[src/rtl/m6502_agu.sv]
// m6502_agu: address-generation and memory-access sequencer for the 6502 core.
// Takes one request from decode, walks operand/pointer fetches over a
// ready-handshaked bus, performs the final load/store and returns data / EA.
//
// Ports:
//   clk, reset_n              clock, synchronous active-low reset
//   start, mode, kind         request strobe and addressing mode / access kind
//   op_addr                   first operand byte address (or vector address)
//   reg_x, reg_y, wr_value    index registers and store data, latched at start
//   addr, rd_req, wr_en,
//   wr_data, rd_data, ready   memory bus (one transaction held until ready=1)
//   busy, done                sequencer status, done is a one-cycle pulse
//   data_out, ea, page_cross  loaded byte, effective address, index carry
//
// Build option: define M6502_JMP_IND_BUG_EN to reproduce the NMOS JMP (ind)
// page-wrap on the pointer high-byte fetch; undefined gives 65C02 behaviour.
module m6502_agu #(
    parameter int unsigned ADDR_W  = 16,
    parameter int unsigned DATA_W  = 8,
    parameter int unsigned ZP_WRAP = 1
) (
    input  logic              clk,
    input  logic              reset_n,
    input  logic              start,
    input  logic [3:0]        mode,
    input  logic [1:0]        kind,
    input  logic [ADDR_W-1:0] op_addr,
    input  logic [DATA_W-1:0] reg_x,
    input  logic [DATA_W-1:0] reg_y,
    input  logic [DATA_W-1:0] wr_value,
    output logic [ADDR_W-1:0] addr,
    output logic              rd_req,
    output logic              wr_en,
    output logic [DATA_W-1:0] wr_data,
    input  logic [DATA_W-1:0] rd_data,
    input  logic              ready,
    output logic              busy,
    output logic              done,
    output logic [DATA_W-1:0] data_out,
    output logic [ADDR_W-1:0] ea,
    output logic              page_cross
);

    localparam logic [3:0] M_VECTOR  = 4'd1;
    localparam logic [3:0] M_IMM     = 4'd3;
    localparam logic [3:0] M_Z       = 4'd4;
    localparam logic [3:0] M_Z_X     = 4'd5;
    localparam logic [3:0] M_Z_Y     = 4'd6;
    localparam logic [3:0] M_ABS     = 4'd7;
    localparam logic [3:0] M_ABS_X   = 4'd8;
    localparam logic [3:0] M_ABS_Y   = 4'd9;
    localparam logic [3:0] M_IND_X   = 4'd11;
    localparam logic [3:0] M_IND_Y   = 4'd12;
    localparam logic [3:0] M_IND_ABS = 4'd13;

    localparam logic [1:0] K_NONE  = 2'd0;
    localparam logic [1:0] K_LOAD  = 2'd1;
    localparam logic [1:0] K_STORE = 2'd2;
    localparam logic [1:0] K_ADDR  = 2'd3;

    typedef enum logic [2:0] {
        S_IDLE, S_OP_LO, S_OP_HI, S_PTR_LO, S_PTR_HI, S_ACCESS, S_DONE
    } state_t;

    state_t            state_q, state_d;
    logic [3:0]        mode_q, mode_d;
    logic [1:0]        kind_q, kind_d;
    logic [ADDR_W-1:0] op_q, op_d;
    logic [7:0]        x_q, x_d, y_q, y_d, lo_q, lo_d;
    logic [DATA_W-1:0] wv_q, wv_d, dout_q, dout_d;
    logic [15:0]       ptr_q, ptr_d, ea_q, ea_d;
    logic              pc_q, pc_d, fix_q, fix_d;
    logic [ADDR_W-1:0] addr_q, addr_d;
    logic              rd_req_q, rd_req_d, wr_en_q, wr_en_d, busy_q, busy_d, done_q, done_d;
    logic [DATA_W-1:0] wr_data_q, wr_data_d;

    logic              xfer;
    logic [7:0]        rd_byte, zidx, aidx;
    logic [15:0]       word, zsum;
    logic [16:0]       asum;

    // Zero-page base + index, optionally wrapped inside page 0.
    function automatic logic [15:0] zp_add(input logic [7:0] a, input logic [7:0] b);
        logic [8:0] s;
        s = {1'b0, a} + {1'b0, b};
        if (ZP_WRAP != 0) zp_add = {8'h00, s[7:0]};
        else              zp_add = {7'h00, s};
    endfunction

    // 16-bit base + index; bit 16 is the carry out of the low byte.
    function automatic logic [16:0] idx_add(input logic [15:0] w, input logic [7:0] i);
        logic [8:0] ls;
        ls = {1'b0, w[7:0]} + {1'b0, i};
        idx_add = {ls[8], w + {8'h00, i}};
    endfunction

    // Address of the pointer high byte.
    function automatic logic [15:0] ptr_inc(input logic [15:0] p, input logic [3:0] m);
        logic [15:0] same_page;
        same_page = {p[15:8], p[7:0] + 8'd1};
        if (m == M_IND_ABS) begin
`ifdef M6502_JMP_IND_BUG_EN
            ptr_inc = same_page;
`else
            ptr_inc = p + 16'd1;
`endif
        end else if (ZP_WRAP != 0) begin
            ptr_inc = same_page;
        end else begin
            ptr_inc = p + 16'd1;
        end
    endfunction

    // State and datapath registers.
    always_ff @(posedge clk) begin
        if (!reset_n) begin
            state_q   <= S_IDLE;
            mode_q    <= '0;
            kind_q    <= '0;
            op_q      <= '0;
            x_q       <= '0;
            y_q       <= '0;
            lo_q      <= '0;
            wv_q      <= '0;
            dout_q    <= '0;
            ptr_q     <= '0;
            ea_q      <= '0;
            pc_q      <= 1'b0;
            fix_q     <= 1'b0;
            addr_q    <= '0;
            rd_req_q  <= 1'b0;
            wr_en_q   <= 1'b0;
            wr_data_q <= '0;
            busy_q    <= 1'b0;
            done_q    <= 1'b0;
        end else begin
            state_q   <= state_d;
            mode_q    <= mode_d;
            kind_q    <= kind_d;
            op_q      <= op_d;
            x_q       <= x_d;
            y_q       <= y_d;
            lo_q      <= lo_d;
            wv_q      <= wv_d;
            dout_q    <= dout_d;
            ptr_q     <= ptr_d;
            ea_q      <= ea_d;
            pc_q      <= pc_d;
            fix_q     <= fix_d;
            addr_q    <= addr_d;
            rd_req_q  <= rd_req_d;
            wr_en_q   <= wr_en_d;
            wr_data_q <= wr_data_d;
            busy_q    <= busy_d;
            done_q    <= done_d;
        end
    end

    // Next state and datapath.
    always_comb begin
        state_d = state_q;
        mode_d  = mode_q;
        kind_d  = kind_q;
        op_d    = op_q;
        x_d     = x_q;
        y_d     = y_q;
        lo_d    = lo_q;
        wv_d    = wv_q;
        dout_d  = dout_q;
        ptr_d   = ptr_q;
        ea_d    = ea_q;
        pc_d    = pc_q;
        fix_d   = fix_q;
        xfer    = (rd_req_q | wr_en_q) & ready;
        rd_byte = rd_data[7:0];
        word    = {rd_byte, lo_q};
        zidx    = 8'h00;
        if (mode_q == M_Z_X || mode_q == M_IND_X) zidx = x_q;
        else if (mode_q == M_Z_Y)                 zidx = y_q;
        aidx    = 8'h00;
        if (mode_q == M_ABS_X)                             aidx = x_q;
        else if (mode_q == M_ABS_Y || mode_q == M_IND_Y)   aidx = y_q;
        zsum    = zp_add(rd_byte, zidx);
        asum    = idx_add(word, aidx);

        case (state_q)
            S_IDLE: if (start) begin
                mode_d = mode;
                kind_d = kind;
                op_d   = op_addr;
                x_d    = reg_x[7:0];
                y_d    = reg_y[7:0];
                wv_d   = wr_value;
                pc_d   = 1'b0;
                fix_d  = 1'b0;
                if (kind == K_NONE) begin
                    state_d = S_DONE;
                end else begin
                    case (mode)
                        M_IMM: begin
                            state_d = S_ACCESS;
                            ea_d    = op_addr[15:0];
                            if (kind == K_STORE) kind_d = K_LOAD;
                        end
                        M_VECTOR, M_Z, M_Z_X, M_Z_Y, M_ABS, M_ABS_X, M_ABS_Y,
                        M_IND_X, M_IND_Y, M_IND_ABS: state_d = S_OP_LO;
                        default: state_d = S_DONE;   // IMPL and unused codes
                    endcase
                end
            end
            S_OP_LO: if (xfer) begin
                lo_d = rd_byte;
                case (mode_q)
                    M_Z, M_Z_X, M_Z_Y: begin
                        ea_d    = zsum;
                        state_d = S_ACCESS;
                    end
                    M_IND_X: begin
                        ptr_d   = zsum;
                        state_d = S_PTR_LO;
                    end
                    M_IND_Y: begin
                        ptr_d   = {8'h00, rd_byte};
                        state_d = S_PTR_LO;
                    end
                    default: state_d = S_OP_HI;
                endcase
            end
            S_OP_HI: if (xfer) begin
                case (mode_q)
                    M_VECTOR: begin
                        ea_d    = word;
                        state_d = S_DONE;
                    end
                    M_IND_ABS: begin
                        ptr_d   = word;
                        state_d = S_PTR_LO;
                    end
                    default: begin
                        ea_d    = asum[15:0];
                        pc_d    = asum[16];
                        state_d = S_ACCESS;
                    end
                endcase
            end
            S_PTR_LO: if (xfer) begin
                lo_d    = rd_byte;
                state_d = S_PTR_HI;
            end
            S_PTR_HI: if (xfer) begin
                case (mode_q)
                    M_IND_ABS: begin
                        ea_d    = word;
                        state_d = S_DONE;
                    end
                    M_IND_Y: begin
                        // Y is applied in a bubble cycle before the access.
                        ea_d    = asum[15:0];
                        pc_d    = asum[16];
                        fix_d   = 1'b1;
                        state_d = S_ACCESS;
                    end
                    default: begin
                        ea_d    = word;
                        state_d = S_ACCESS;
                    end
                endcase
            end
            S_ACCESS: begin
                if (fix_q) begin
                    fix_d = 1'b0;
                end else if (kind_q == K_ADDR) begin
                    state_d = S_DONE;
                end else if (xfer) begin
                    if (kind_q == K_LOAD) dout_d = rd_data;
                    state_d = S_DONE;
                end
            end
            S_DONE:  state_d = S_IDLE;
            default: state_d = S_IDLE;
        endcase
    end

    // Registered bus/status outputs for the state being entered.
    always_comb begin
        addr_d    = addr_q;
        rd_req_d  = 1'b0;
        wr_en_d   = 1'b0;
        wr_data_d = wr_data_q;
        busy_d    = (state_d != S_IDLE) && (state_d != S_DONE);
        done_d    = (state_d == S_DONE);
        case (state_d)
            S_OP_LO: begin
                addr_d   = op_d;
                rd_req_d = 1'b1;
            end
            S_OP_HI: begin
                addr_d   = op_d + ADDR_W'(1);
                rd_req_d = 1'b1;
            end
            S_PTR_LO: begin
                addr_d   = ADDR_W'(ptr_d);
                rd_req_d = 1'b1;
            end
            S_PTR_HI: begin
                addr_d   = ADDR_W'(ptr_inc(ptr_d, mode_d));
                rd_req_d = 1'b1;
            end
            S_ACCESS: if (!fix_d) begin
                if (kind_d == K_LOAD) begin
                    addr_d   = ADDR_W'(ea_d);
                    rd_req_d = 1'b1;
                end else if (kind_d == K_STORE) begin
                    addr_d    = ADDR_W'(ea_d);
                    wr_en_d   = 1'b1;
                    wr_data_d = wv_d;
                end
            end
            default: ;
        endcase
    end

    assign addr       = addr_q;
    assign rd_req     = rd_req_q;
    assign wr_en      = wr_en_q;
    assign wr_data    = wr_data_q;
    assign busy       = busy_q;
    assign done       = done_q;
    assign data_out   = dout_q;
    assign ea         = ADDR_W'(ea_q);
    assign page_cross = pc_q;

endmodule

[config.mk]
export PLATFORM = sky130hd
export DESIGN_NAME = m6502_agu
export DESIGN_NICKNAME = d
export VERILOG_FILES = /design/src/rtl/m6502_agu.sv
export SDC_FILE = /design/constraint.sdc
export NUM_CORES = 1
export LEC_CHECK = 0
export CORE_ASPECT_RATIO = 1.5
export CORE_MARGIN = 5
export CORE_UTILIZATION = 48
export CTS_CLUSTER_SIZE = 10
export DETAILED_ROUTE_END_ITERATION = 8
export PLACE_DENSITY = 0.79
export SLEW_MARGIN = 10
export SYNTH_ARGS = -nofsm -noshare
export SYNTH_HDL_FRONTEND = slang
export SYNTH_SLANG_ARGS = --single-unit
[constraint.sdc]
create_clock -name clk -period 6.7 [get_ports clk]
set_input_delay 2.01 -clock clk [delete_from_list [all_inputs] [get_ports clk]]
set_output_delay 2.01 -clock clk [all_outputs]
set_load 0.02 [all_outputs]
### Word-level counts from Yosys, hierarchy flattened

Index checks and enable logic that the tools add are counted.
W data, S select, Z words.

| storage, ports and cells | value |
|---|---|
| flip-flop bits (word level) | 127 |
| latch bits | 0 |
| memory bits (writable) | 0 |
| bits in read-only memories | 0 |
| input bits | 58 |
| output and inout bits | 53 |
| word-level logic and storage cells | 162 |
| memories | 0 |

| cells by class | value |
|---|---|
| $add $sub $neg | 6 |
| multipliers | 0 |
| div/mod/pow operators | 0 |
| magnitude comparators | 0 |
| equal/unequal tests | 45 |
| shifts and indexed selects | 0 |
| mux-type cells | 63 |
| bitwise gates (word level) | 8 |
| reduce and logical (&&, ||, !) cells | 21 |

Operators by type and width:

| kind | count |
|---|---|
| $mux W16 | 17 |
| $pmux W16 S2 | 3 |
| $pmux W16 S5 | 1 |
| $pmux W16 S4 | 1 |
| $mux W8 | 6 |
| $eq A4 B4 Y1 const B | 11 |
| $add A16 B1 Y16 const B | 2 |
| $eq A4 B3 Y1 const B | 7 |
| $mux W3 | 9 |
| $pmux W3 S2 | 3 |
| $pmux W3 S6 | 1 |
| $add A16 B8 Y16 | 1 |
| $eq A3 B3 Y1 const B | 5 |
| $eq A3 B2 Y1 const B | 4 |
| $mux W2 | 6 |
| $ne A2 B2 Y1 const B | 6 |
| $mux W1 | 11 |
| $reduce_or A10 Y1 | 1 |
| $add A8 B8 Y9 | 1 |
| $add A8 B1 Y8 const B | 1 |
| $add A8 B8 Y8 | 1 |
| $eq A4 B1 Y1 const B | 2 |
| $mux W4 | 2 |
| $reduce_or A4 Y1 | 2 |
| 23 further kinds | 39 |

### Longest topological paths before layout

Gate-level depths: netlist (run 1).

| depth | value |
|---|---|
| depth after elaboration | 12 |
| mapped depth | 17 |
| depth with buffers taken out | 15 |

### Least setup slack after synthesis (run 1)

Ideal clock, no wire load.

| path | value |
|---|---|
| path type | input to register |
| from | input port start |
| to | register addr_q[10], in the netlist addr[10] |
| setup time | 131 ps |
| arrival time | 5363 ps |
| data required time | 6569 ps |
| slack | 1206 ps |
| stages | 15 |
| path buffers | 2 |
| path through | nor4b_2 -> buf_2 -> buf_1 -> mux2i_1 -> inv_1 -> ha_1 -> and3_1 -> and3_1 -> a41oi_1 -> nor3_2 -> xnor2_1 -> a211oi_2 -> nor2_1 -> o311ai_2 -> o41ai_2 |

| on the way | value |
|---|---|
| elaborated cells on any way between the ends | 30 |
| those cells by class | add/sub: 1; eq/ne: 10; mux: 17; reduce/logical: 2 |

RTL lines:

| element | line | text |
|---|---|---|
| from (decl) | 24 | `input logic start,` |
| $mux W16 | 187 | `S_IDLE: if (start) begin` |
| $mux W16 | 186 | `case (state_q)` |
| net op_d[1] | 68 | `logic [ADDR_W-1:0] op_q, op_d;` |
| $add A16 B1 Y16 | 298 | `addr_d = op_d + ADDR_W'(1);` |
| $pmux W16 S5 | 292 | `case (state_d)` |
| to (signal assigned) | 150 | `addr_q <= addr_d;` |
| to (decl) | 73 | `logic [ADDR_W-1:0] addr_q, addr_d;` |

The timed path passes the listed nets, and every way through them passes these cells. The select of a mux whose other input is x is not followed.
A chain may end at the register's enable or synchronous reset.

### Worst setup path in the final report (run 1)

Same ends and word-level chain as after synthesis.

==> impl_results.html, run 1 <==
<table>
<tr><th>Metric</th><th>Value</th></tr>
<tr><th colspan="2">Timing</th></tr>
<tr><td>Unrepaired setup endpoints after global routing</td><td>no</td></tr>
<tr><td>Highest attainable clock frequency</td><td>about 180 MHz</td></tr>
<tr><td>Endpoints failing setup</td><td>0</td></tr>
<tr><td>Setup TNS</td><td>0 ps</td></tr>
<tr><td>Clock tree skew after final layout</td><td>10.2 ps</td></tr>
<tr><td>Final-report hold violation count</td><td>0</td></tr>
<tr><td>Max-slew headroom</td><td>24.2%</td></tr>
<tr><td>Shortest period the worst path allows</td><td>roughly 5600 ps</td></tr>
<tr><td>Number of pins exceeding their max-slew limit in the final report</td><td>0</td></tr>
<tr><td>Transition time at the pin with the least slew margin</td><td>roughly 1100 ps</td></tr>
<tr><td>Crit path setup slack, layout</td><td>about 1100 ps</td></tr>
<tr><td>Final period utilization</td><td>83.0%</td></tr>
<tr><th colspan="2">Finish</th></tr>
<tr><td>Most common cell after layout, fill and taps aside</td><td>nand2_1</td></tr>
<tr><td>Commonest cells after routing, fill and taps aside</td><td>nand2_1, nor2_1, dfxtp_1</td></tr>
<tr><td>Ant diodes</td><td>0</td></tr>
<tr><td>Fraction of final layout cells sized beyond drive strength 1</td><td>9.26%</td></tr>
<tr><td>Layout net count</td><td>1341</td></tr>
<tr><td>Layout Cells excl Fill</td><td>between 1500 and 2000</td></tr>
<tr><td>Post-route cell area</td><td>11000 um2</td></tr>
<tr><td>Layout overhead on the synthesized area</td><td>20.8%</td></tr>
<tr><th colspan="2">Min path</th></tr>
<tr><td>Number of stages on the worst hold path</td><td>2</td></tr>
<tr><td>Min-Delay Endpoint</td><td>x_q[3]$_SDFFE_PN0P_</td></tr>
<tr><td>Class of the worst hold path</td><td>reg2reg</td></tr>
<tr><td>Hold wc startpoint</td><td>x_q[3]$_SDFFE_PN0P_</td></tr>
<tr><th colspan="2">Synth</th></tr>
<tr><td>Cell area after technology mapping</td><td>about 9000 um2</td></tr>
<tr><td>Synth async-reset ratio</td><td>0%</td></tr>
<tr><td>Sequential area share after synthesis</td><td>between 20 and 30%</td></tr>
<tr><td>Post-Synthesis Cells</td><td>between 1000 and 1500</td></tr>
<tr><td>Number of synthesized flops with an enable pin</td><td>0</td></tr>
<tr><td>Yosys Warn Count</td><td>0</td></tr>
<tr><td>Post-synth cell types</td><td>between 100 and 150</td></tr>
<tr><td>Synthesized net count</td><td>approximately 1300</td></tr>
<tr><td>Post-synthesis sequential element count</td><td>~130</td></tr>
<tr><td>Main synth FF type</td><td>dfxtp_1</td></tr>
<tr><td>Per-instance average area after synthesis</td><td>~7.8 um2</td></tr>
<tr><th colspan="2">Critical path</th></tr>
<tr><td>Endpoint type of the worst setup path</td><td>flop</td></tr>
<tr><td>R2R Path End</td><td>addr[10]$_SDFFE_PN0P_</td></tr>
<tr><td>Critical Path Source Type</td><td>primary input</td></tr>
<tr><td>Reg-to-reg slack, setup</td><td>about 1800 ps</td></tr>
<tr><td>Cells traversed along the worst timing path</td><td>clkdlybuf4s50_1 -&gt; nor4b_4 -&gt; buf_4 -&gt; mux2i_1 -&gt; inv_1 -&gt; ha_1 -&gt; and3_1 -&gt; and3_1 -&gt; a41oi_1 -&gt; nor3_2 -&gt; xnor2_1 -&gt; a211oi_2 -&gt; nor2_1 -&gt; o311ai_2 -&gt; o41ai_2</td></tr>
<tr><td>FF-to-FF Start</td><td>mode_q[3]$_SDFF_PN0_</td></tr>
<tr><td>Maximum fanout along the worst path</td><td>27</td></tr>
<tr><td>Most Frequent Cell on Critical Path</td><td>and3_1</td></tr>
<tr><td>Data required time of the worst path</td><td>~7000 ps</td></tr>
<tr><td>Crit-path max cell delay</td><td>roughly 520 ps</td></tr>
<tr><td>Slowest-stage cell, CP</td><td>clkdlybuf4s50_1</td></tr>
<tr><td>Worst Reg-to-Reg Cells</td><td>15</td></tr>
<tr><td>Worst Path Arrival</td><td>5870 ps</td></tr>
<tr><td>Crit Path Category</td><td>in2reg</td></tr>
<tr><th colspan="2">Clock network</th></tr>
<tr><td>Clock tree from TritonCTS</td><td>yes</td></tr>
<tr><td>Cts bufs inserted</td><td>17</td></tr>
<tr><td>CTS H-Tree Depth</td><td>4</td></tr>
<tr><td>Maximum buffer depth of the clock tree</td><td>2</td></tr>
<tr><td>Clock-pin slew on the worst setup and hold paths</td><td>60 ps</td></tr>
<tr><td>Post-cts hold buffer count</td><td>0</td></tr>
<tr><td>Cells resized by post-CTS repair</td><td>0</td></tr>
<tr><td>Post-CTS setup-driven buffer insertion count</td><td>0</td></tr>
<tr><td>Number of sinks handled by clock tree synthesis</td><td>127</td></tr>
<tr><td>Root buf cell</td><td>clkbuf_16</td></tr>
<tr><td>Clock Latency Late Sink</td><td>440 ps</td></tr>
<tr><th colspan="2">Power and ir drop</th></tr>
<tr><td>Switch share</td><td>around two fifths</td></tr>
<tr><td>Peak ir drop on the vdd network</td><td>~230 uV</td></tr>
<tr><td>Sequential share of power</td><td>a little under a third</td></tr>
<tr><td>Share of power burned in the clock network</td><td>approximately a third</td></tr>
<tr><td>Static leakage</td><td>roughly 4 nW</td></tr>
<tr><td>Net switching power</td><td>around 1.3 mW</td></tr>
<tr><td>Combinational power share</td><td>38.0%</td></tr>
<tr><td>Power density over cell area</td><td>about 280 nW/um2</td></tr>
<tr><td>Internal cell power</td><td>about 1.8 mW</td></tr>
<tr><td>Power Total</td><td>between 3 and 4 mW</td></tr>
<tr><th colspan="2">Die</th></tr>
<tr><td>Area of the placeable core</td><td>approximately 19000 um2</td></tr>
<tr><td>Effective utilization at floorplan</td><td>between 40% and 50%</td></tr>
<tr><td>Number of primary I/O pins</td><td>between 100 and 150</td></tr>
<tr><td>Horiz. Die Dim</td><td>roughly 120 um</td></tr>
<tr><td>Number of core rows</td><td>a little over 60</td></tr>
<tr><td>Y dimension of the die</td><td>179 um</td></tr>
<tr><td>Die area</td><td>~22000 um2</td></tr>
<tr><th colspan="2">Placement</th></tr>
<tr><td>Final weighted congestion of routability-driven global placement</td><td>1.04</td></tr>
<tr><td>Cell count after placement</td><td>between 1000 and 1500</td></tr>
<tr><td>Port buffer count</td><td>110</td></tr>
<tr><td>Half-perimeter wire length of the detailed placement result</td><td>between 20 and 30 mm</td></tr>
<tr><td>Total placed instance area</td><td>about 10000 um2</td></tr>
<tr><td>Setup slack at placement</td><td>between 700 and 800 ps</td></tr>
<tr><th colspan="2">Routing</th></tr>
<tr><td>Number of search-and-repair iterations in the first detailed-routing pass</td><td>8</td></tr>
<tr><td>Wire length per cell</td><td>24.0 um</td></tr>
<tr><td>Remaining routing DRC violations</td><td>0</td></tr>
<tr><td>Count of nets left with antenna violations after detail routing</td><td>0</td></tr>
<tr><td>Number of vias after detailed routing</td><td>approximately 10000</td></tr>
<tr><td>Detailed-route vias per instance</td><td>roughly 6.6</td></tr>
<tr><td>Wirelength, routed</td><td>between 30 and 40 mm</td></tr>
<tr><td>Number of violations reported at the end of detailed-routing iteration 0</td><td>1096</td></tr>
<tr><th colspan="2">Global routing</th></tr>
<tr><td>Wire length of the first global-routing pass</td><td>about 55 mm</td></tr>
<tr><td>Antenna violations before repair</td><td>0</td></tr>
<tr><td>Aggregate global-route resource usage</td><td>~33%</td></tr>
<tr><td>Pin count of the biggest net entering global routing</td><td>~110</td></tr>
<tr><td>Via count of the first global-routing pass</td><td>9549</td></tr>
<tr><td>Overflow left after global routing</td><td>0</td></tr>
<tr><th colspan="2">Run status</th></tr>
<tr><td>Run status</td><td>finished clean</td></tr>
<tr><th colspan="2">Job</th></tr>
<tr><td>Maxcap violations</td><td>0</td></tr>
</table>
-- critical path, delay by kind of cell --
kind	cells	cell delay, ps
AND/OR/NAND/NOR	5	830
XOR/XNOR	1	160
AO/OA/AOI/OAI	4	1150
buffers and inverters	3	1020
multiplexers	1	450
adder cells (fa/ha/maj)	1	230
-- cells by family after synthesis --
logic type / count (synthesis) / share of synthesized area, %
AND/OR/NAND/NOR: 483 / 27.2
AO/OA/AOI/OAI: 366 / 28.3
flip-flops: 127 / 27.8
buffers and inverters: 102 / 5.35
multiplexers: 43 / 4.79
XOR/XNOR: 35 / 3.35
adder cells (fa/ha/maj): 22 / 3.18
-- through the flow --
stage,util [%],hold WS [ps]
after floorplan,-,449
after global placement,56.0,462
after detailed placement,56.0,464
after CTS,59.3,479
after global routing,59.3,504
final,59.3,479
-- registers in the layout, summed over array words and instances (netlist names) --
signal / count
x_q: 8
mode_q: 4
ea: 16
busy: 1
state_q: 3
wr_data: 8
wr_en: 1
y_q: 8
kind_q: 2
lo_q: 8
page_cross: 1
fix_q: 1
rd_req: 1
wv_q: 8
data_out: 8
ptr_q: 16
addr: 16
done: 1
op_q: 16
-- worst max-delay path by stage --
stage,from,to,depth (start not counted)
finish,start,addr[10]$_SDFFE_PN0P_,15
global route,start,addr[10]$_SDFFE_PN0P_,15
CTS,start,addr[10]$_SDFFE_PN0P_,15
detailed placement,start,addr[10]$_SDFFE_PN0P_,15
global placement,start,addr[10]$_SDFFE_PN0P_,15
floorplan,start,addr[10]$_SDFFE_PN0P_,15
-- cells in the mapped netlist, drive strengths merged, types with 17 or more instances --
| cell | instances | area [um2] |
|---|---|---|
| a22oi | 22 | 165 |
| inv | 21 | 78.8 |
| nor3 | 25 | 146 |
| xor2 | 17 | 149 |
| nand2 | 154 | 578 |
| buf | 20 | 119 |
| a31oi | 19 | 119 |
| o211ai | 17 | 128 |
| mux2i | 40 | 400 |
| nand3 | 23 | 120 |
| nor2 | 150 | 571 |
| o21ai | 56 | 288 |
| xnor2 | 18 | 158 |
| dfxtp | 127 | 2540 |
| a211oi | 26 | 228 |
| clkbuf | 61 | 292 |
| ha | 20 | 250 |
| a21oi | 84 | 424 |
-- power by group through the flow --
stage | Combinational (mW) | Clock, mW | Sequential [mW]
6_report | 1.18 | 0.974 | 0.940
2_1_floorplan | 0.694 | 0 | 0.976
3_5_place_dp | 1.14 | 0 | 0.953
3_3_place_gp | 1.14 | 0 | 0.952
5_1_grt | 1.24 | 1.01 | 0.948
4_1_cts | 1.15 | 0.973 | 0.937
-- area by class of cell --
class	count	area, um2
Multi-Input combinational cell	949	6120
Tap cell	252	315
Timing Repair Buffer	145	1380
Fill cell	1723	7580
Clock buffer	17	425
Clock inverter	15	181
Sequential cell	127	2540
Inverter	21	80.1
-- metal layers --
layer	part of all wire, %	up-vias	wire (um)	track usage (%)
met4	9.7	0	3560	28.6
met5	0	-	0	0
met1	35	4653	12900	37.1
li1	-	4537	-	-
met3	8.7	201	3190	6.98
met2	46	645	16900	53.2
Power figures use the tool's default switching activity.
==> run 2: changes to the inputs <==
Clock period 6.7 ns to 5.2 ns, I/O delays scaled along.
==> impl_results.html, run 2 (synthesis gave the netlist of run 1 again) <==
<table>
<tr><th>Metric</th><th>Value</th></tr>
<tr><th colspan="2">Placement</th></tr>
<tr><td>Setup slack at placement</td><td>130 ps (was 774 ps)</td></tr>
<tr><td>Final weighted congestion of routability-driven global placement</td><td>1.05 (was 1.04)</td></tr>
<tr><td>Cell count after placement</td><td>1530 (was 1494)</td></tr>
<tr><td>Half-perimeter wire length of the detailed placement result</td><td>30.5 mm (was 27.4 mm)</td></tr>
<tr><td>Port buffer count</td><td>110 (unchanged)</td></tr>
<tr><td>Total placed instance area</td><td>10700 um2 (was 10400 um2)</td></tr>
<tr><th colspan="2">Critical path</th></tr>
<tr><td>Crit Path Category</td><td>in2reg (unchanged)</td></tr>
<tr><td>Worst Path Arrival</td><td>5120 ps (was 5870 ps)</td></tr>
<tr><td>Crit-path max cell delay</td><td>540 ps (was 520 ps)</td></tr>
<tr><td>Data required time of the worst path</td><td>5590 ps (was 7010 ps)</td></tr>
<tr><td>Critical Path Source Type</td><td>primary input (unchanged)</td></tr>
<tr><td>Buffers &amp; Inverters on Critical Path</td><td>3 (unchanged)</td></tr>
<tr><td>Cells traversed along the worst timing path</td><td>clkdlybuf4s50_1 -&gt; nor4b_4 -&gt; mux2i_1 -&gt; inv_1 -&gt; ha_1 -&gt; and3_1 -&gt; and3_1 -&gt; a41oi_1 -&gt; buf_4 -&gt; xnor2_1 -&gt; o211ai_1 -&gt; a31o_2 -&gt; a31oi_1 -&gt; a211o_1 (was clkdlybuf4s50_1 -&gt; nor4b_4 -&gt; buf_4 -&gt; mux2i_1 -&gt; inv_1 -&gt; ha_1 -&gt; and3_1 -&gt; and3_1 -&gt; a41oi_1 -&gt; nor3_2 -&gt; xnor2_1 -&gt; a211oi_2 -&gt; nor2_1 -&gt; o311ai_2 -&gt; o41ai_2)</td></tr>
<tr><td>Cell family with most CP delay</td><td>compound AO/OA/AOI/OAI gates (unchanged)</td></tr>
<tr><td>Slowest-stage cell, CP</td><td>nor4b_4 (was clkdlybuf4s50_1)</td></tr>
<tr><td>Endpoint type of the worst setup path</td><td>flop (unchanged)</td></tr>
<tr><td>Most Frequent Cell on Critical Path</td><td>and3_1 (unchanged)</td></tr>
<tr><td>Reg-to-reg slack, setup</td><td>600 ps (was 1760 ps)</td></tr>
<tr><td>Maximum fanout along the worst path</td><td>5 (was 27)</td></tr>
<tr><th colspan="2">Clock network</th></tr>
<tr><td>Clock-pin slew on the worst setup and hold paths</td><td>70 ps (was 60 ps)</td></tr>
<tr><td>Cts bufs inserted</td><td>17 (unchanged)</td></tr>
<tr><td>Number of sinks handled by clock tree synthesis</td><td>127 (unchanged)</td></tr>
<tr><td>CTS H-Tree Depth</td><td>4 (unchanged)</td></tr>
<tr><td>Cells resized by post-CTS repair</td><td>0 (unchanged)</td></tr>
<tr><td>Post-CTS setup-driven buffer insertion count</td><td>0 (unchanged)</td></tr>
<tr><td>Maximum buffer depth of the clock tree</td><td>2 (unchanged)</td></tr>
<tr><td>Root buf cell</td><td>clkbuf_16 (unchanged)</td></tr>
<tr><td>Post-cts hold buffer count</td><td>0 (unchanged)</td></tr>
<tr><td>Clock Latency Late Sink</td><td>440 ps (about the same)</td></tr>
<tr><td>Clock tree from TritonCTS</td><td>yes (unchanged)</td></tr>
<tr><th colspan="2">Routing</th></tr>
<tr><td>Number of violations reported at the end of detailed-routing iteration 0</td><td>1021 (was 1096)</td></tr>
<tr><td>Number of search-and-repair iterations in the first detailed-routing pass</td><td>9 (was 8)</td></tr>
<tr><td>Detailed-route vias per instance</td><td>6.62 (was 6.58)</td></tr>
<tr><td>Number of vias after detailed routing</td><td>10337 (was 10036)</td></tr>
<tr><td>Wire length per cell</td><td>25.5 um (was 24.0 um)</td></tr>
<tr><td>Count of nets left with antenna violations after detail routing</td><td>0 (unchanged)</td></tr>
<tr><td>Wirelength, routed</td><td>39.8 mm (was 36.6 mm)</td></tr>
<tr><td>Remaining routing DRC violations</td><td>0 (unchanged)</td></tr>
<tr><th colspan="2">Global routing</th></tr>
<tr><td>Pin count of the biggest net entering global routing</td><td>44 (was 106)</td></tr>
<tr><td>Most utilized layer in the global route result</td><td>met2 (unchanged)</td></tr>
<tr><td>Met1 track demand over resource</td><td>38.9% (was 37.1%)</td></tr>
<tr><td>Via count of the first global-routing pass</td><td>9975 (was 9549)</td></tr>
<tr><td>Global routing usage on met2</td><td>59.7% (was 53.2%)</td></tr>
<tr><td>Wire length of the first global-routing pass</td><td>59.3 mm (was 55.4 mm)</td></tr>
<tr><td>Overflow left after global routing</td><td>0 (unchanged)</td></tr>
<tr><td>Aggregate global-route resource usage</td><td>36.1% (was 33.3%)</td></tr>
<tr><td>GR Util met3</td><td>6.60% (was 6.98%)</td></tr>
<tr><td>Antenna violations before repair</td><td>1 (was 0)</td></tr>
<tr><th colspan="2">Timing</th></tr>
<tr><td>Highest attainable clock frequency</td><td>around 210 MHz</td></tr>
<tr><td>Transition time at the pin with the least slew margin</td><td>942 ps (was 1140 ps)</td></tr>
<tr><td>Setup TNS</td><td>0 ps (unchanged)</td></tr>
<tr><td>Shortest period the worst path allows</td><td>roughly 4700 ps</td></tr>
<tr><td>Clock tree skew after final layout</td><td>9.70 ps (was 10.2 ps)</td></tr>
<tr><td>Number of pins exceeding their max-slew limit in the final report</td><td>0 (unchanged)</td></tr>
<tr><td>Worst-case hold slack</td><td>479 ps (about the same)</td></tr>
<tr><td>Final-report hold violation count</td><td>0 (unchanged)</td></tr>
<tr><td>Endpoints failing setup</td><td>0 (unchanged)</td></tr>
<tr><td>Max-slew headroom</td><td>36.5% (was 24.2%)</td></tr>
<tr><td>Unrepaired setup endpoints after global routing</td><td>no (unchanged)</td></tr>
<tr><td>Crit path setup slack, layout</td><td>470 ps (was 1140 ps)</td></tr>
<tr><td>Final period utilization</td><td>approximately nine tenths</td></tr>
<tr><th colspan="2">Die</th></tr>
<tr><td>Number of core rows</td><td>61 (unchanged)</td></tr>
<tr><td>Number of primary I/O pins</td><td>111 (unchanged)</td></tr>
<tr><td>Area of the placeable core</td><td>18600 um2 (unchanged)</td></tr>
<tr><td>Die area</td><td>22000 um2 (unchanged)</td></tr>
<tr><td>Y dimension of the die</td><td>179 um (unchanged)</td></tr>
<tr><td>Effective utilization at floorplan</td><td>49.1% (unchanged)</td></tr>
<tr><td>Horiz. Die Dim</td><td>123 um (unchanged)</td></tr>
<tr><th colspan="2">Min path</th></tr>
<tr><td>Class of the worst hold path</td><td>reg2reg (unchanged)</td></tr>
<tr><th colspan="2">Power and ir drop</th></tr>
<tr><td>Share of power burned in the clock network</td><td>30.4% (was 31.5%)</td></tr>
<tr><td>Power density over cell area</td><td>359 nW/um2 (was 280 nW/um2)</td></tr>
<tr><td>Net switching power</td><td>1.67 mW (was 1.27 mW)</td></tr>
<tr><td>Combinational power share</td><td>39.5% (was 38.0%)</td></tr>
<tr><td>Switch share</td><td>41.2% (about the same)</td></tr>
<tr><td>Static leakage</td><td>4.25 nW (was 4.09 nW)</td></tr>
<tr><td>Peak ir drop on the vdd network</td><td>266 uV (was 233 uV)</td></tr>
<tr><td>Power Total</td><td>4.05 mW (was 3.09 mW)</td></tr>
<tr><td>Internal cell power</td><td>2.38 mW (was 1.82 mW)</td></tr>
<tr><td>Sequential share of power</td><td>30.1% (was 30.4%)</td></tr>
<tr><th colspan="2">Finish</th></tr>
<tr><td>Layout Cells excl Fill</td><td>1562 (was 1526)</td></tr>
<tr><td>Final core utilization</td><td>60.6% (was 59.3%)</td></tr>
<tr><td>Post-route cell area</td><td>11300 um2 (was 11000 um2)</td></tr>
<tr><td>Commonest cells after routing, fill and taps aside</td><td>nand2_1, nor2_1, dfxtp_1 (unchanged)</td></tr>
<tr><td>Layout net count</td><td>1377 (was 1341)</td></tr>
<tr><td>Most common cell after layout, fill and taps aside</td><td>nand2_1 (unchanged)</td></tr>
<tr><td>Fraction of final layout cells sized beyond drive strength 1</td><td>11.8% (was 9.26%)</td></tr>
<tr><td>Ant diodes</td><td>0 (unchanged)</td></tr>
<tr><td>Fillcell total</td><td>1790 (was 1723)</td></tr>
<tr><td>Layout overhead on the synthesized area</td><td>23.5% (was 20.8%)</td></tr>
<tr><th colspan="2">Run status</th></tr>
<tr><td>Run status</td><td>finished clean (unchanged)</td></tr>
<tr><th colspan="2">Job</th></tr>
<tr><td>Maxcap violations</td><td>0 (unchanged)</td></tr>
</table>
## run 2: cell types whose count changed in the layout (fill, tap and decap cells not counted), sizes merged
cell      delta
clkinvlp     +1
buf         +36
inv          -1
## run 2: final timing paths
| kind | from | endpoint | cells after the start |
|---|---|---|---|
| setup / recovery | start | addr[8]$_SDFFE_PN0P_ | 14 |
| hold / removal | y_q[0]$_SDFFE_PN0P_ | y_q[0]$_SDFFE_PN0P_ | 2 |
| setup reg to reg | mode_q[2]$_SDFF_PN0_ | addr[12]$_SDFFE_PN0P_ | 15 |
| hold reg to reg | y_q[0]$_SDFFE_PN0P_ | y_q[0]$_SDFFE_PN0P_ | 2 |
## run 2: worst register-to-register path, cell delays in order (launching register included)
cell and delay, ps:
dfxtp_1 510, xor2_1 560, a22oi_1 190, nor2_1 280, ha_1 310, inv_1 80, fa_1 400, nor2b_1 170
o31a_1 190, o31a_1 310, o21ai_1 280, o311a_1 370, a211oi_1 210, o22ai_1 240, a211o_1 340, a31oi_1 120
## run 2: per-layer routing
metal  wire length (um)  vias up
met3               3190      261
met4               4410        2
met2              18400      701
met1              13800     4758
li1                   -     4615
met5                 20        -
## run 2: area by class of cell
| cell class | count | area (um2) | share of cell area [%] |
|---|---|---|---|
| clock buffer | 17 | 425 | 3.77 |
| sequential | 127 | 2540 | 22.5 |
| timing repair buffer | 181 | 1650 | 14.6 |
| tap | 252 | 315 | 2.79 |
| clock inverter | 15 | 165 | 1.46 |
| inverter | 21 | 80.1 | 0.709 |
| multi-input combinational | 949 | 6120 | 54.2 |
## run 2: power by group through the flow
| stage | Sequential, mW | Combinational, mW | Clock [mW] |
|---|---|---|---|
| after floorplan | 1.26 | 0.895 | 0 |
| after global placement | 1.23 | 1.55 | 0 |
| after detailed placement | 1.23 | 1.55 | 0 |
| after CTS | 1.21 | 1.56 | 1.24 |
| after global routing | 1.23 | 1.68 | 1.27 |
| final | 1.22 | 1.60 | 1.23 |
==> run 3: changes to the inputs <==
Settings changed: RECOVER_POWER set to 100.
==> impl_results.html, run 3 (synthesis gave the netlist of run 1 again) <==
<table>
<tr><th>Metric</th><th>Value</th></tr>
<tr><th colspan="2">Run status</th></tr>
<tr><td>Run status</td><td>finished clean (unchanged)</td></tr>
<tr><th colspan="2">Placement</th></tr>
<tr><td>Setup slack at placement</td><td>130 ps (unchanged)</td></tr>
<tr><td>Half-perimeter wire length of the detailed placement result</td><td>30.5 mm (unchanged)</td></tr>
<tr><td>Port buffer count</td><td>110 (unchanged)</td></tr>
<tr><td>Final weighted congestion of routability-driven global placement</td><td>1.05 (unchanged)</td></tr>
<tr><th colspan="2">Clock network</th></tr>
<tr><td>Post-cts hold buffer count</td><td>0 (unchanged)</td></tr>
<tr><td>Number of sinks handled by clock tree synthesis</td><td>127 (unchanged)</td></tr>
<tr><td>Root buf cell</td><td>clkbuf_16 (unchanged)</td></tr>
<tr><td>Cells resized by post-CTS repair</td><td>0 (unchanged)</td></tr>
<tr><td>Maximum buffer depth of the clock tree</td><td>2 (unchanged)</td></tr>
<tr><td>Clock tree from TritonCTS</td><td>yes (unchanged)</td></tr>
<tr><td>Clock-pin slew on the worst setup and hold paths</td><td>70 ps (about the same)</td></tr>
<tr><td>Post-CTS setup-driven buffer insertion count</td><td>0 (unchanged)</td></tr>
<tr><td>Cts bufs inserted</td><td>17 (unchanged)</td></tr>
<tr><td>Clock Latency Late Sink</td><td>440 ps (about the same)</td></tr>
<tr><td>CTS H-Tree Depth</td><td>4 (unchanged)</td></tr>
<tr><th colspan="2">Routing</th></tr>
<tr><td>Count of nets left with antenna violations after detail routing</td><td>0 (unchanged)</td></tr>
<tr><td>WL met1</td><td>13.5 mm (was 13.8 mm)</td></tr>
<tr><td>Routed wire length on met3</td><td>3.39 mm (was 3.19 mm)</td></tr>
<tr><td>Remaining routing DRC violations</td><td>0 (unchanged)</td></tr>
<tr><td>Wirelength, routed</td><td>39.7 mm (was 39.8 mm)</td></tr>
<tr><td>Wire length per cell</td><td>25.4 um (was 25.5 um)</td></tr>
<tr><td>Number of search-and-repair iterations in the first detailed-routing pass</td><td>6 (was 9)</td></tr>
<tr><td>Detailed-route vias per instance</td><td>6.64 (was 6.62)</td></tr>
<tr><td>Met2 Routed Length</td><td>18.4 mm (about the same)</td></tr>
<tr><td>Max layer used</td><td>met5 (unchanged)</td></tr>
<tr><td>Number of vias after detailed routing</td><td>10377 (was 10337)</td></tr>
<tr><td>Number of violations reported at the end of detailed-routing iteration 0</td><td>1086 (was 1021)</td></tr>
<tr><th colspan="2">Finish</th></tr>
<tr><td>Ant diodes</td><td>0 (unchanged)</td></tr>
<tr><td>Layout net count</td><td>1377 (unchanged)</td></tr>
<tr><td>Layout overhead on the synthesized area</td><td>22.4% (was 23.5%)</td></tr>
<tr><td>Fraction of final layout cells sized beyond drive strength 1</td><td>10.2% (was 11.8%)</td></tr>
<tr><td>Most common cell after layout, fill and taps aside</td><td>nand2_1 (unchanged)</td></tr>
<tr><td>Commonest cells after routing, fill and taps aside</td><td>nand2_1, nor2_1, dfxtp_1 (unchanged)</td></tr>
<tr><th colspan="2">Critical path</th></tr>
<tr><td>Crit Path Category</td><td>in2reg (unchanged)</td></tr>
<tr><td>Data required time of the worst path</td><td>5540 ps (was 5590 ps)</td></tr>
<tr><td>Maximum fanout along the worst path</td><td>12 (was 5)</td></tr>
<tr><td>Worst Path Arrival</td><td>5280 ps (was 5120 ps)</td></tr>
<tr><td>Endpoint type of the worst setup path</td><td>flop (unchanged)</td></tr>
<tr><td>Critical Path Source Type</td><td>primary input (unchanged)</td></tr>
<tr><th colspan="2">Die</th></tr>
<tr><td>Effective utilization at floorplan</td><td>49.1% (unchanged)</td></tr>
<tr><td>Die area</td><td>22000 um2 (unchanged)</td></tr>
<tr><td>Y dimension of the die</td><td>179 um (unchanged)</td></tr>
<tr><td>Horiz. Die Dim</td><td>123 um (unchanged)</td></tr>
<tr><td>Area of the placeable core</td><td>18600 um2 (unchanged)</td></tr>
<tr><td>Number of primary I/O pins</td><td>111 (unchanged)</td></tr>
<tr><td>Number of core rows</td><td>61 (unchanged)</td></tr>
<tr><th colspan="2">Global routing</th></tr>
<tr><td>Via count of the first global-routing pass</td><td>9975 (unchanged)</td></tr>
<tr><td>Overflow left after global routing</td><td>0 (unchanged)</td></tr>
<tr><td>Wire length of the first global-routing pass</td><td>59.3 mm (unchanged)</td></tr>
<tr><td>Antenna violations before repair</td><td>1 (unchanged)</td></tr>
<tr><td>Pin count of the biggest net entering global routing</td><td>44 (unchanged)</td></tr>
<tr><td>Aggregate global-route resource usage</td><td>36.1% (unchanged)</td></tr>
<tr><th colspan="2">Timing</th></tr>
<tr><td>Setup TNS</td><td>0 ps (unchanged)</td></tr>
<tr><td>Final period utilization</td><td>94.9% (was 91.0%)</td></tr>
<tr><td>Crit path setup slack, layout</td><td>266 ps (was 470 ps)</td></tr>
<tr><td>Max-slew headroom</td><td>21.2% (was 36.5%)</td></tr>
<tr><td>Final-report hold violation count</td><td>0 (unchanged)</td></tr>
<tr><td>Shortest period the worst path allows</td><td>4930 ps (was 4730 ps)</td></tr>
<tr><td>Highest attainable clock frequency</td><td>203 MHz (was 211 MHz)</td></tr>
<tr><td>Endpoints failing setup</td><td>0 (unchanged)</td></tr>
<tr><td>Number of pins exceeding their max-slew limit in the final report</td><td>0 (unchanged)</td></tr>
<tr><td>Transition time at the pin with the least slew margin</td><td>1170 ps (was 942 ps)</td></tr>
<tr><td>Clock tree skew after final layout</td><td>9.59 ps (was 9.70 ps)</td></tr>
<tr><td>Unrepaired setup endpoints after global routing</td><td>no (unchanged)</td></tr>
<tr><th colspan="2">Power and ir drop</th></tr>
<tr><td>Static leakage</td><td>4.34 nW (was 4.25 nW)</td></tr>
<tr><td>Power density over cell area</td><td>357 nW/um2 (was 359 nW/um2)</td></tr>
<tr><td>Peak ir drop on the vdd network</td><td>264 uV (was 266 uV)</td></tr>
<tr><th colspan="2">Min path</th></tr>
<tr><td>Class of the worst hold path</td><td>reg2reg (unchanged)</td></tr>
<tr><th colspan="2">Job</th></tr>
<tr><td>Maxcap violations</td><td>0 (unchanged)</td></tr>
</table>
run 3: cell types whose count changed in the layout (fill, tap and decap cells not counted), sizes merged:
| cell | change |
|---|---|
| clkdlybuf4s50 | -57 |
| dlygate4sd3 | +57 |
| buf | -18 |
| clkbuf | +18 |
run 3: metal layers:
| layer | vias to the layer above | GRT usage (%) |
|---|---|---|
| met2 | 714 | 59.7 |
| met5 | - | 0 |
| li1 | 4619 | - |
| met3 | 244 | 6.60 |
| met1 | 4798 | 38.9 |
| met4 | 2 | 31.7 |
run 3: worst max-delay path: stages:
cell and delay (ps):
dlygate4sd3_1 600, o21ai_2 230, nor3_4 590, nor2_1 170
clkbuf_1 190, a211oi_1 990, nor3b_1 230, xor2_1 210
a21oi_1 160, o221ai_1 150, o2111a_1 170
run 3: worst paths after layout:
check                       startpoint                    end  slack (ps)  cells after the start
hold / removal     y_q[1]$_SDFFE_PN0P_    y_q[1]$_SDFFE_PN0P_         480                      2
hold reg to reg    y_q[1]$_SDFFE_PN0P_    y_q[1]$_SDFFE_PN0P_         480                      2
setup / recovery                 ready   addr[4]$_SDFFE_PN0P_         270                     11
setup reg to reg  mode_q[2]$_SDFF_PN0_  addr[12]$_SDFFE_PN0P_         400                     15
run 3: power by group:
| part | total, mW | switching (mW) | internal (mW) |
|---|---|---|---|
| registers | 1.21 | 0.124 | 1.09 |
| logic | 1.55 | 0.989 | 0.563 |
| clock network | 1.23 | 0.547 | 0.683 |
| total | 4.00 | 1.66 | 2.34 |
run 3: per-stage QoR:
step                      total power, mW  instance area (um2)  hold WS [ps]  std cells  util [%]
after global placement               2.78                10700           457       1530      57.5
final                                4.00                11200           477       1562      60.1
after floorplan                      2.15                 9140           449       1178         -
after global routing                 4.14                11200           497       1562      60.1
after CTS                            4.01                11300           475       1562      60.6
after detailed placement             2.78                10700           467       1530      57.5
run 3: final cells by class:
type | instances | area, um2
multi-input cells | 949 | 6090
repair buffers | 181 | 1570
flip-flops and latches | 127 | 2540
inverters | 21 | 80.1
clock buffers | 17 | 425
well taps | 252 | 315
fillers | 1815 | 7430
clock inverters | 15 | 165
